### config.mk
export PLATFORM = sky130hd
export DESIGN_NAME = layer_argmax
export DESIGN_NICKNAME = d
export VERILOG_FILES = /design/src/rtl/layer_argmax.sv
export SDC_FILE = /design/constraint.sdc
export NUM_CORES = 1
export LEC_CHECK = 0
export CORE_AREA = 2 2 78 61
export CTS_BUF_LIST = sky130_fd_sc_hd__clkbuf_8
export DETAILED_ROUTE_END_ITERATION = 16
export DIE_AREA = 0 0 80 63
export PLACE_DENSITY = 0.57
export RECOVER_POWER = 50
export SYNTH_ARGS = -nofsm -noshare
export SYNTH_HDL_FRONTEND = slang
export SYNTH_SLANG_ARGS = --single-unit
export TNS_END_PERCENT = 50
### constraint.sdc
create_clock -name clk -period 2.1 [get_ports clk]
set_input_delay 0.63 -clock clk [delete_from_list [all_inputs] [get_ports clk]]
set_output_delay 0.63 -clock clk [all_outputs]
set_load 0.05 [all_outputs]
### src/rtl/layer_argmax.sv
// Streaming argmax over M-element signed vectors. Elements arrive one beat at a time
// and the (index, value) of the maximum is held until the consumer takes it.
// Optional macro LAYER_ARGMAX_TIE_LAST_EN: the last of several equal maxima wins.
module layer_argmax #(
    parameter int M  = 5,
    parameter int T  = 9,
    localparam int IW = ($clog2(M) > 1) ? $clog2(M) : 1
) (
    input  logic                clk,
    input  logic                reset,
    input  logic                s_valid,
    output logic                s_ready,
    input  logic signed [T-1:0] data_in,
    output logic                m_valid,
    input  logic                m_ready,
    output logic [IW-1:0]       idx_out,
    output logic signed [T-1:0] max_out
);

    typedef enum logic {ACCUM, HOLD} state_t;

    localparam logic [IW-1:0] LAST = IW'(M - 1);

    state_t        state, state_nxt;
    logic [IW-1:0] cnt;
    logic          beat, last, better, take;

    // The running max lives directly in the output registers; it is only
    // meaningful to the consumer once the FSM reaches HOLD.
`ifdef LAYER_ARGMAX_TIE_LAST_EN
    assign better = (data_in >= max_out);
`else
    assign better = (data_in > max_out);
`endif

    always_comb begin
        state_nxt = state;
        s_ready   = 1'b0;
        m_valid   = 1'b0;
        beat      = 1'b0;
        last      = (cnt == LAST);
        take      = 1'b0;
        case (state)
            ACCUM: begin
                s_ready = 1'b1;
                beat    = s_valid;
                // first element of a vector is loaded regardless of the old max
                take    = s_valid && ((cnt == '0) || better);
                if (s_valid && last)
                    state_nxt = HOLD;
            end
            HOLD: begin
                m_valid = 1'b1;
                if (m_ready)
                    state_nxt = ACCUM;
            end
            default: state_nxt = ACCUM;
        endcase
    end

    always_ff @(posedge clk) begin
        if (reset) begin
            state   <= ACCUM;
            cnt     <= '0;
            idx_out <= '0;
            max_out <= '0;
        end else begin
            state <= state_nxt;
            if (beat)
                cnt <= last ? '0 : cnt + IW'(1);
            if (take) begin
                max_out <= data_in;
                idx_out <= cnt;
            end
        end
    end

endmodule

==> impl_metrics.tcl <==
set metrics [dict create \
    setup_ws_ns -0.00433 \
    synthMostInstantiatedCell "dfxtp_1" \
    p_leak_nw 0.674 \
    clockBufferDepth 2 \
    worstSetupStartpointType "input pin" \
    num-fill-cells 443 \
    fin_crit_ns 2.10 \
    antenna_found_initial 0 \
    rsz0062_at_grt "yes" \
    async_flop_share_pct 0 \
    yosysWarnings 0 \
    synthTopCellsByArea "dfxtp_1, ha_1, and2b_2" \
    cts_hold_buf 0 \
    worstMarginPinSlew_ns 0.604 \
    pin_count 27 \
    pre_cts_ws_ns -0.798 \
    path_clk_slew_ns 0.07 \
    clk_latency_ns 0.26 \
    root_buffer "clkbuf_8" \
    portBuffers 26 \
    first_global_vias 1040 \
    cellPowerDensity_nw_per_um2 675 \
    irDropWorstVdd_v 0.000230 \
    grt_max_degree 13 \
    slew_headroom_pct 59.9 \
    skew_ns 0.00687 \
    initial_utilization_pct 24.0 \
    ant_nets 0 \
    hp-class "register to register" \
    drv_slew 0 \
    synthFlopType "dfxtp_1" \
    synth_edf_count 0 \
    htree_levels 1 \
    netlist_instances 112 \
    via_count 970 \
    nets 177 \
    fmax_mhz 475 \
    synth_seq_cells 16 \
    hpwl_microns 2020 \
    grt_overflow 0 \
    synth_top_area_share_pct 30.9 \
    crit_type "input pin to register" \
    drc 0 \
    fp-row-count 21 \
    numClockSinks 16 \
    fin_util_pct 38.0 \
    violations "negative setup slack" \
    finalHoldViolCount 0 \
    seq_area_frac_synth_pct 30.9 \
    diodes 0 \
    layout-drive-gt1-share_pct 50.7 \
    status "complete, but fails checks" \
    worstSetupEndpointType "register" \
    area.growth.synth_to_final_pct 57.9 \
    post_drt_wl_per_cell_microns 14.1 \
    timing.max_cap.violations 0 \
    syn-num-nets 136 \
    dieArea_sq_um 5040 \
    cts_tree "built" \
    numCtsBuffers 3 \
    die_w_microns 80 \
    synth_common_cells "dfxtp_1, and2b_2, inv_1" \
    yosys.area.top_type "dfxtp_1" \
    fin_total_pwr_mw 1.10 \
    critPathRequiredTime_ns 2.24 \
    syn_area_per_cell_sq_um 9.25 \
    grt_usage_pct 12.6 \
    place_inst 200 \
    final.setup.tns_ns -0.00433 \
    core_sq_um 4310 \
    fin_cells 209 \
    finalCritPeriodShare_pct 100 \
    yosysUniqueCellTypes 30 \
    setup_viol 1 \
    drtPass1Iterations 4 \
    drtIter0Drc 41 \
    grt_pass1_wl_microns 4830 \
    wl_microns 2940 \
    reg2reg_slack_ns 0.05 \
    via_per_inst 4.64 \
    gp_congestion 0.766 \
    cp_max_fo 6 \
    chipHeight_microns 63 \
    critical_path_arrival_ns 2.25 \
    synth_area_sq_um 1040 \
]
-- cell families (layout without fill, tap and decap cells) --
kind of cell	count (synthesis)	count (layout)	synth area share, %
AO/OA/AOI/OAI	26	27	21.9
adder cells (fa/ha/maj)	11	11	13.3
buffers and inverters	19	58	9.42
flip-flops	16	16	30.9
AND/OR/NAND/NOR	40	40	24.5
-- per-layer routing --
layer  global-route usage, %  share of wire [%]  vias up
met4                    6.36                2.7        0
met1                    14.0                 45      452
met3                    4.05                4.4        8
li1                        -                  -      482
met5                       0                  0        -
met2                    21.4                 47       28
-- layout make-up --
| cell class | instances | area, sq um | share of cell area (%) |
|---|---|---|---|
| multi-input combinational | 78 | 836 | 51.1 |
| tap | 57 | 71.3 | 4.36 |
| sequential | 16 | 330 | 20.2 |
| timing repair buffer | 39 | 287 | 17.5 |
| clock buffer | 4 | 55.1 | 3.37 |
| inverter | 15 | 56.3 | 3.44 |
-- registers in the layout, indices dropped and copies added, names as in the netlist --
signal   count
cnt          3
idx_out      3
max_out      9
state        1
-- cell usage in the layout (no fill, tap or decap), types with 2 or more instances in the layout --
master,netlist,final
buf_4,1,15
clkdlybuf4s50_1,0,3
ha_4,0,8
buf_2,0,2
clkbuf_1,0,11
a221o_2,2,2
a221o_1,10,10
nor2_1,7,6
and2b_2,15,15
dfxtp_2,0,8
nand2_1,6,4
clkbuf_8,1,4
nor3_1,4,3
buf_6,1,6
ha_1,11,2
inv_1,15,14
dfxtp_1,16,8
a21oi_1,5,4
o211a_4,0,2
-- stage by stage --
step | hold slack, ns | instance area (sq um)
global placement | 0.477 | 1420
floorplan | 0.484 | 1100
finish | 0.496 | 1640
global route | 0.503 | 1640
CTS | 0.499 | 1620
detailed placement | 0.482 | 1420
-- what timing repair did --
action | 4_1_cts | 5_1_grt
gates cloned | 1 | 0
setup endpoints to repair | 12 | 12
setup buffers | 1 | 3
pin swaps | 25 | 13
resized for setup | 58 | 12
-- final timing paths --
| path | to | startpoint | cells after the start |
|---|---|---|---|
| hold reg to reg | max_out[8]$_SDFFE_PP0P_ | max_out[8]$_SDFFE_PP0P_ | 1 |
| setup / recovery | max_out[0]$_SDFFE_PP0P_ | data_in[4] | 7 |
| hold / removal | max_out[8]$_SDFFE_PP0P_ | max_out[8]$_SDFFE_PP0P_ | 1 |
| setup reg to reg | max_out[0]$_SDFFE_PP0P_ | max_out[3]$_SDFFE_PP0P_ | 7 |
-- power by group --
group | internal [mW] | switching, mW
sequential | 0.335 | 0.0224
combinational | 0.197 | 0.260
clock | 0.167 | 0.123
-- worst max-delay path: stages --
cell      delay [ns]
buf_6           0.10
ha_4            0.26
nand4_1         0.16
o31ai_4         0.25
a221oi_4        0.16
o211a_4         0.29
a221o_2         0.39
No activity file was read; power rests on OpenSTA's default activity.
